===== src/rtl/pipe_skid_stage.sv =====
// Elastic pipeline register with a one-entry skid buffer and a synchronous flush.
// Optional saturating bubble counter on o_bubbleCnt when PIPE_BUBBLE_CNT_EN is defined.
module pipe_skid_stage #(
    parameter int               WIDTH      = 32,
    parameter logic [WIDTH-1:0] RESET_VAL  = '0,
    parameter logic [WIDTH-1:0] BUBBLE_VAL = '0
`ifdef PIPE_BUBBLE_CNT_EN
    ,
    parameter int               CNT_W      = 16
`endif
) (
    input  logic             clk,
    input  logic             reset,
    input  logic             i_flush,
    input  logic             i_inValid,
    output logic             o_inReady,
    input  logic [WIDTH-1:0] i_data,
    output logic             o_outValid,
    input  logic             i_outReady,
    output logic [WIDTH-1:0] o_data
`ifdef PIPE_BUBBLE_CNT_EN
    ,
    output logic [CNT_W-1:0] o_bubbleCnt
`endif
);

    // State bits are {skid_valid, main_valid}.
    typedef enum logic [1:0] {
        EMPTY   = 2'b00,
        FULL    = 2'b01,
        ILLEGAL = 2'b10,
        SKID    = 2'b11
    } state_t;

    state_t           state;
    state_t           state_nxt;
    logic [WIDTH-1:0] main_nxt;
    logic [WIDTH-1:0] skid_q;
    logic [WIDTH-1:0] skid_nxt;
    logic             in_rdy_q;
    logic             in_fire;
    logic             out_fire;

    assign o_outValid = state[0];
    assign o_inReady  = in_rdy_q;
    assign in_fire    = i_inValid & in_rdy_q;
    assign out_fire   = o_outValid & i_outReady;

    always_ff @(posedge clk) begin
        if (reset) begin
            state    <= EMPTY;
            o_data   <= RESET_VAL;
            skid_q   <= RESET_VAL;
            in_rdy_q <= 1'b1;
        end else begin
            state    <= state_nxt;
            o_data   <= main_nxt;
            skid_q   <= skid_nxt;
            // Ready is registered from the next state, so it only drops in SKID.
            in_rdy_q <= ~state_nxt[1];
        end
    end

    always_comb begin
        state_nxt = state;
        main_nxt  = o_data;
        skid_nxt  = skid_q;
        if (i_flush) begin
            state_nxt = EMPTY;
            main_nxt  = BUBBLE_VAL;
        end else begin
            case (state)
                EMPTY: begin
                    if (in_fire) begin
                        state_nxt = FULL;
                        main_nxt  = i_data;
                    end
                end
                FULL: begin
                    if (in_fire && out_fire) begin
                        main_nxt = i_data;
                    end else if (in_fire) begin
                        state_nxt = SKID;
                        skid_nxt  = i_data;
                    end else if (out_fire) begin
                        state_nxt = EMPTY;
                    end
                end
                SKID: begin
                    if (out_fire) begin
                        state_nxt = FULL;
                        main_nxt  = skid_q;
                    end
                end
                default: begin
                    state_nxt = EMPTY;
                end
            endcase
        end
    end

`ifdef PIPE_BUBBLE_CNT_EN
    localparam logic [CNT_W-1:0] CNT_ONE = {{(CNT_W-1){1'b0}}, 1'b1};

    // Counts cycles where downstream could take data but none is offered.
    always_ff @(posedge clk) begin
        if (reset) begin
            o_bubbleCnt <= '0;
        end else if (~o_outValid && i_outReady && ~&o_bubbleCnt) begin
            o_bubbleCnt <= o_bubbleCnt + CNT_ONE;
        end
    end
`endif

endmodule


===== config.mk =====
export PLATFORM = sky130hd
export DESIGN_NAME = pipe_skid_stage
export DESIGN_NICKNAME = d
export VERILOG_FILES = /design/src/rtl/pipe_skid_stage.sv
export SDC_FILE = /design/constraint.sdc
export NUM_CORES = 1
export LEC_CHECK = 0
export CAP_MARGIN = 5
export CORE_MARGIN = 2
export CORE_UTILIZATION = 50
export CTS_CLUSTER_SIZE = 24
export DETAILED_ROUTE_END_ITERATION = 6
export PLACE_DENSITY = 0.88
export SYNTH_ARGS = -nofsm -noshare
export SYNTH_HDL_FRONTEND = slang
export SYNTH_SLANG_ARGS = --single-unit

===== constraint.sdc =====
create_clock -name clk -period 2.2 [get_ports clk]
set_clock_uncertainty 0.2 [all_clocks]
set_input_delay 0.33 -clock clk [delete_from_list [all_inputs] [get_ports clk]]
set_output_delay 0.33 -clock clk [all_outputs]
set_load 0.005 [all_outputs]

* After elaboration in Yosys (flattened, before gate mapping)
Index checks and enable logic that the tools add are counted.
W data, S select, Z words.
** Operators by class
- Equal/unequal tests :: 7
- Mux-type cells :: 11
- Bitwise gates (word level) :: 5
- Reductions and logical operators :: 7
** Operators with widths (count)
- $mux W32 :: 3
- $pmux W32 S3 :: 1
- $mux W2 :: 6
- $reduce_and A4 Y1 :: 3
- $ne A2 B2 Y1 const B :: 4
- $pmux W2 S3 :: 1
- $ne A3 B3 Y1 const B :: 1
- $not A1 Y1 :: 3
- $reduce_bool A3 Y1 :: 1
- $and A1 B1 Y1 :: 2
- $eq A2 B1 Y1 const B :: 1
- $eq A2 B2 Y1 const B :: 1
- $logic_not A2 Y1 :: 1
- $reduce_or A2 Y1 :: 1
- $logic_and A1 B1 Y1 :: 1
** Storage, ports and cells
- Register bits after elaboration :: 67
- Input port bits :: 37
- Output and inout bits :: 34
- Word-level logic and storage cells :: 35

* Logic depth before layout (Yosys ltp)
- Depth in word-level cells :: 7
- Mapped depth :: 7

* Worst setup path after synthesis
Ideal clock, no wire load.
- Kind :: reg2reg
- Start :: reg state[0]
- End :: reg skid_q[1]
- Arrival time :: 1250 ps
- Data required time :: 1868 ps
- Slack :: 618 ps
- Stages on the path, launching flop included :: 6
- Cell sequence :: dfxtp_1 > buf_4 > or3b_4 > clkbuf_1 > o21ai_0 > a21oi_1
** On the way
- Cells in the longest elaborated chain, start to end :: 4
- Elaborated cells between the ends (all ways) :: 5
- Classes of those cells :: eq/ne (1); bitwise (2); reduce/logical (2)
** RTL lines
- start: declaration :: RTL line 35 : state_t state;
- start signal: assignment :: RTL line 56 : state <= state_nxt;
- $and A1 B1 Y1 :: RTL line 47 : assign out_fire = o_outValid & i_outReady;
- $logic_and A1 B1 Y1 :: RTL line 80 : if (in_fire && out_fire) begin
- $not A1 Y1 (no line)
- $reduce_and A4 Y1 (no line) (*)
- end signal: assignment :: RTL line 58 : skid_q <= skid_nxt;
- end: declaration :: RTL line 38 : logic [WIDTH-1:0] skid_q;
Mark *: on every way between the ends. The rest lies on a longest branch, timed or not.
A chain may end at the register's enable or synchronous reset.

* Worst setup path in the final report
- Start :: reg state[0]
- End :: out o_outValid
** RTL lines
- end: declaration :: RTL line 18 : output logic o_outValid,
No word-level cell between the ends.

==> results.ini <==
[global_route]
antenna_found_initial = 0
grt_max_degree = 33
overflow = 0
grt_pass1_vias = 3119
grt_pass1_wl_mm = 14.8
grt_use_total = 0.262

[setup_path]
critical-path-slowest-cell = dfxtp_1
worstSetupStartpointType = flip-flop
critPathMaxStageDelay_ns = 0.65
cp.arrival_ns = 1.60
critPathMaxFanout = 14
cp-end-kind = output port
timing.critical_path.buf_inv = 1
critPathKind = flip-flop to output port
cp_cell_sequence = clkdlybuf4s50_1
critPathTopFamily = flip-flops
cp.required_ns = 1.67

[timing]
fin_setup_tns_ns = 0
min_period_over_period = 0.967
rsz0062_at_grt = false
slew_viol_final = 0
period_needed_ns = 2.13
relSlewSlack = 0.647
setup_violations = 0
fmax_mhz = 470
finalHoldViolations = 0
worst_slew_pin_slew_ns = 0.529

[clocking]
cts_tree = built
cts_htree_levels = 3
clockBufferDepth = 2
cts_sinks = 67
clk_latency_ns = 0.34
clk_pin_slew_ns = 0.07
cts_hold_repair.buffers = 0
root_buffer = clkbuf_8
cts_buffers = 9
post_cts_resized = 0
postCtsSetupRepairBufs = 0

[pwr]
powerDensity_nw_per_um2 = 628
p_leak_nw = 1.36
peakVddDrop_uv = 458

[floorplanning]
start_util = 0.521
coreArea_sq_um = 5990
die_x_microns = 83.0
row_count = 28
ios = 71
die_area_sq_um = 6890
die_h_microns = 83.0

[route]
wl_mm = 8.92
dr_wl_met2_mm = 4.52
route.met3.wl_microns = 679
routed.top_layer = met4
drt-pass1-iter-count = 6
wl_met1_mm = 3.54
route.detailed.drc = 0
antenna_left = 0
wl_per_cell_microns = 18.2
vias = 3141
vias_per_cell = 6.41
dr.first_iter.drc_count = 260

[finish]
areaGrowthSynthToFinish_pct = 29.2
drive_gt1_frac = 0.173
fin_nets = 449
num_antenna_cells = 0
layoutNonFillerInstCount = 490

[yosys]
syn_area_sq_um = 3120
synth_nets = 391
syn-instance-count = 354
ys_warn_count = 0
synth.distinct_cells = 24
ys_seq_area_frac = 0.430
synth_area_per_cell_sq_um = 8.82
ys_ff_latch = 67

[placement]
io_buffers = 70
place.gp.congestion = 0.815
detailed_place_hpwl_mm = 5.78
numPlacedInstances = 476

[job]
max_cap_viol_count = 0

[hold_path]
min_path_type = flip-flop to flip-flop

[run_status]
status = finished clean

-- kinds of logic (layout without fill, tap and decap cells) --
kind of cell	count (synthesis)	after routing	share of synthesized area
buf+inv	49	110	0.0790
flops	67	67	0.430
compound gates	132	132	0.326
simple gates	106	106	0.165
-- per-stage QoR --
stage                     total power, mW  cell area, sq um  hold WS, ns  setup WS (ns)  utilization
after global routing                 2.62              4030        0.299         0.0331        0.673
after floorplan                      1.48              3120        0.254          0.618            -
final                                2.53              4030        0.278         0.0717        0.673
after CTS                            2.54              4030        0.277         0.0713        0.673
after global placement               1.64              3860        0.261         0.0819        0.645
after detailed placement             1.65              3860        0.267         0.0191        0.645
-- state kept, by name (all words and copies together), names as in the netlist --
| signal | cells |
|---|---|
| o_data | 32 |
| o_inReady | 1 |
| skid_q | 32 |
| state | 2 |
-- cell usage in the layout (no fill, tap or decap), drive strengths merged --
cell            n
a21o            1
a21oi          34
a311oi         32
a31oi          32
and3            1
and3b           1
buf            24
clkbuf         12
clkdlybuf4s50  70
clkinv          1
clkinvlp        1
dfxtp          67
inv             2
nand2          33
nand2b          2
nand3          64
nand3b          1
nor3b           1
o21ai          33
or2             1
or3             1
or3b            1
-- Yosys cell counts --
cell | number | area (sq um)
a311oi_2 | 30 | 450
or3b_4 | 1 | 11.3
o21ai_0 | 30 | 150
and3_1 | 1 | 6.26
a21oi_1 | 34 | 170
or3_1 | 1 | 6.26
buf_2 | 10 | 50.1
clkbuf_2 | 1 | 5.00
clkbuf_1 | 27 | 101
a31oi_1 | 32 | 200
nand2_1 | 33 | 124
buf_6 | 4 | 45.0
nand3_1 | 64 | 320
o21ai_1 | 3 | 15.0
buf_4 | 5 | 37.5
nand3b_1 | 1 | 7.51
inv_1 | 2 | 7.51
or2_1 | 1 | 6.26
a21o_4 | 1 | 15.0
a311oi_1 | 2 | 17.5
nand2b_1 | 2 | 12.5
nor3b_2 | 1 | 12.5
and3b_1 | 1 | 8.76
dfxtp_1 | 67 | 1340
-- metal layers --
layer / GRT usage / vias to the layer above
li1: - / 1438
met1: 0.318 / 1531
met2: 0.457 / 154
met3: 0.0437 / 18
met4: 0.113 / 0
met5: 0 / -
-- layout make-up --
class                      instances  area (sq um)
fill                             471          1960
sequential                        67          1340
tap                               75          93.8
clock buffer                      12           155
multi-input combinational        238          1540
clock inverter                     2          12.5
inverter                           2          7.51
timing repair buffer              94           881
-- where the power goes --
| part | switching [mW] | internal (mW) |
|---|---|---|
| sequential | 0.0215 | 1.25 |
| combinational | 0.183 | 0.178 |
| clock | 0.449 | 0.457 |
-- path summary, 6_finish.rpt --
kind                  start          to  slack, ns  cells past startpoint
setup reg to reg   state[0]   o_data[7]       0.27                      4
setup / recovery   state[0]  o_outValid       0.07                      1
hold / removal    skid_q[4]   skid_q[4]       0.28                      2
hold reg to reg   skid_q[4]   skid_q[4]       0.28                      2
(Power assumes the default switching activity.)
==> variant: new RTL, config.mk and constraints unchanged <==
Set the parameter `WIDTH` to 36 (it was 32).
--- a/src/rtl/pipe_skid_stage.sv
+++ b/src/rtl/pipe_skid_stage.sv
@@ -1,7 +1,7 @@
 // Elastic pipeline register with a one-entry skid buffer and a synchronous flush.
 // Optional saturating bubble counter on o_bubbleCnt when PIPE_BUBBLE_CNT_EN is defined.
 module pipe_skid_stage #(
-    parameter int               WIDTH      = 32,
+    parameter int               WIDTH      = 36,
     parameter logic [WIDTH-1:0] RESET_VAL  = '0,
     parameter logic [WIDTH-1:0] BUBBLE_VAL = '0
 `ifdef PIPE_BUBBLE_CNT_EN
Interface: changed (resized i_data and o_data); port bits go from 71 to 79. No check against the original RTL was run, so the function may have changed too.
==> variant against the original RTL <==
Power grew 9.2%. Area after synthesis up 11%. Routed wire length up 8.2%. Global-route usage fell by 0.46 points. Synthesized cell count increased by 11%. Sequential share of layout area rose by 0.10 points. Fmax is 7.2% higher. Final cell count up 11%. Cell area grew 12%. Sequential power up 12%. Sequential cell count grew 8. Setup slack gained 140 ps.
==> variant: results (changes against the original RTL) <==
* Drt first-iter violations at 327 (+26%)
* Post-synth top cells: 75 x dfxtp_1, 72 x nand3_1, 38 x a21oi_1, 36 x a31oi_1, 36 x nand2_1
* Synth top area share at 43.3% (+0.34 points)
* Critical path's top delay family: buffers and inverters
* Tot GR Track Use at 25.8% (-0.46 points)
* Share of cells above drive strength 1 at 15.8% (-1.6 points)
* Syn nets at 434 (+11%)
* Synth area leaders: dfxtp_1 43%, a311oi_2 13%, nand3_1 10%
* CP arrival at 1460 ps (-140 ps)
* Global-route wire length before repair at 15400 um (+3.8%)
* Worst reg2reg endpoint: skid_q[30]
* R2r setup slk at 300 ps (+30 ps)
* Port buffer count at 78 (+11%)
* Peak supply drop at 0.000335 V (-27%)
* Biggest regs: o_data: 36 flops, skid_q: 36 flops, state: 2 flops
* P_leak at 0.00153 uW (+12%)
* Fin nets at 499 (+11%)
* Met2 usage at 39.7% (-6.0 points)
* Max stage delay cell, worst path: clkdlybuf4s50_1
* Largest net degree at the start of global routing at 37 (+12%)
* R2R cell count at 5 (+1)
* Seq/Total Area, Yosys at 43.3% (+0.34 points)
* Slew @ Worst Pin at 396 ps (-133 ps)
* FF-to-FF Start: state[1]
* CTS Root Cell: clkbuf_8
* Layout area overhead at 29.8%
* Fillers at 515 (+9.3%)
* Routed len/inst at 17.8 um (-2.4%)
* Status: complete, no violations
* DR vias/cell at 6.38 (-0.51%)
* Met3 global-route usage at 4.83% (+0.46 points)
* GPL Wtd Cong at 0.871 (+6.9%)
* DP HPWL at 6380 um (+10%)
* Grt met1 use at 35.4% (+3.6 points)
* Vias in the first global route at 3140 (+0.67%)
variant: changes by cell type after synthesis, moves of 2 or more:
cell and delta:
nand3_1 +8, clkbuf_1 -9, dfxtp_1 +8, buf_4 -5, a311oi_1 +4, a31oi_1 +4
a21oi_1 +4, o21ai_0 -2, buf_6 +2, nand2_1 +3, buf_2 +14, o21ai_1 +6
variant: metrics by stage:
stage          hold slack (ps)  utilization (%)  worst slack, ps  instance area [um^2]  std cells
3_5_place_dp               267             64.1              107                  4330        527
2_1_floorplan              254                -              606                  3470        393
4_1_cts                    277             66.6              219                  4500        543
6_report                   277             66.6              214                  4500        543
3_3_place_gp               260             64.1              207                  4330        527
5_1_grt                    297             66.6              140                  4500        543
variant: metal layers:
metal	share of wire, %	vias to the layer above
met5	0	-
met3	8.0	18
met4	1.6	0
met2	48	184
li1	-	1605
met1	43	1656
variant: worst reg2reg max path: cells and delay by family (launching register included):
kind / cells / cell delay (ps)
AO/OA/AOI/OAI: 2 / 380
buffers and inverters: 2 / 530
flip-flops: 1 / 560
AND/OR/NAND/NOR: 1 / 150
variant: cell type report:
type                       instances  share of cell area [%]
clock buffer                      14                    3.61
clock inverter                     2                   0.222
inverter                           2                   0.167
multi-input combinational        266                    37.6
sequential                        75                    33.4
tap                               80                    2.22
timing repair buffer             104                    22.8
variant: cell families after synthesis:
family / after synthesis / synth area share (%)
compound gates: 148 / 32.0
buf+inv: 52 / 7.87
flops: 75 / 43.3
simple gates: 118 / 16.8
variant: power by group:
part / internal [uW] / total (uW) / leakage, uW / switching, uW
combinational: 203 / 406 / 0.000830 / 203
clock: 469 / 945 / 0.0000905 / 476
sequential: 1390 / 1420 / 0.000609 / 22.4
total: 2070 / 2770 / 0.00153 / 701
variant: worst min path at each step:
stage                          start         end  slack (ps)
after floorplan           skid_q[35]  skid_q[35]         250
after global placement    skid_q[22]  skid_q[22]         260
after detailed placement  skid_q[21]  skid_q[21]         270
after CTS                 skid_q[26]  skid_q[26]         280
after global routing      skid_q[21]  skid_q[21]         300
final                     skid_q[26]  skid_q[26]         280
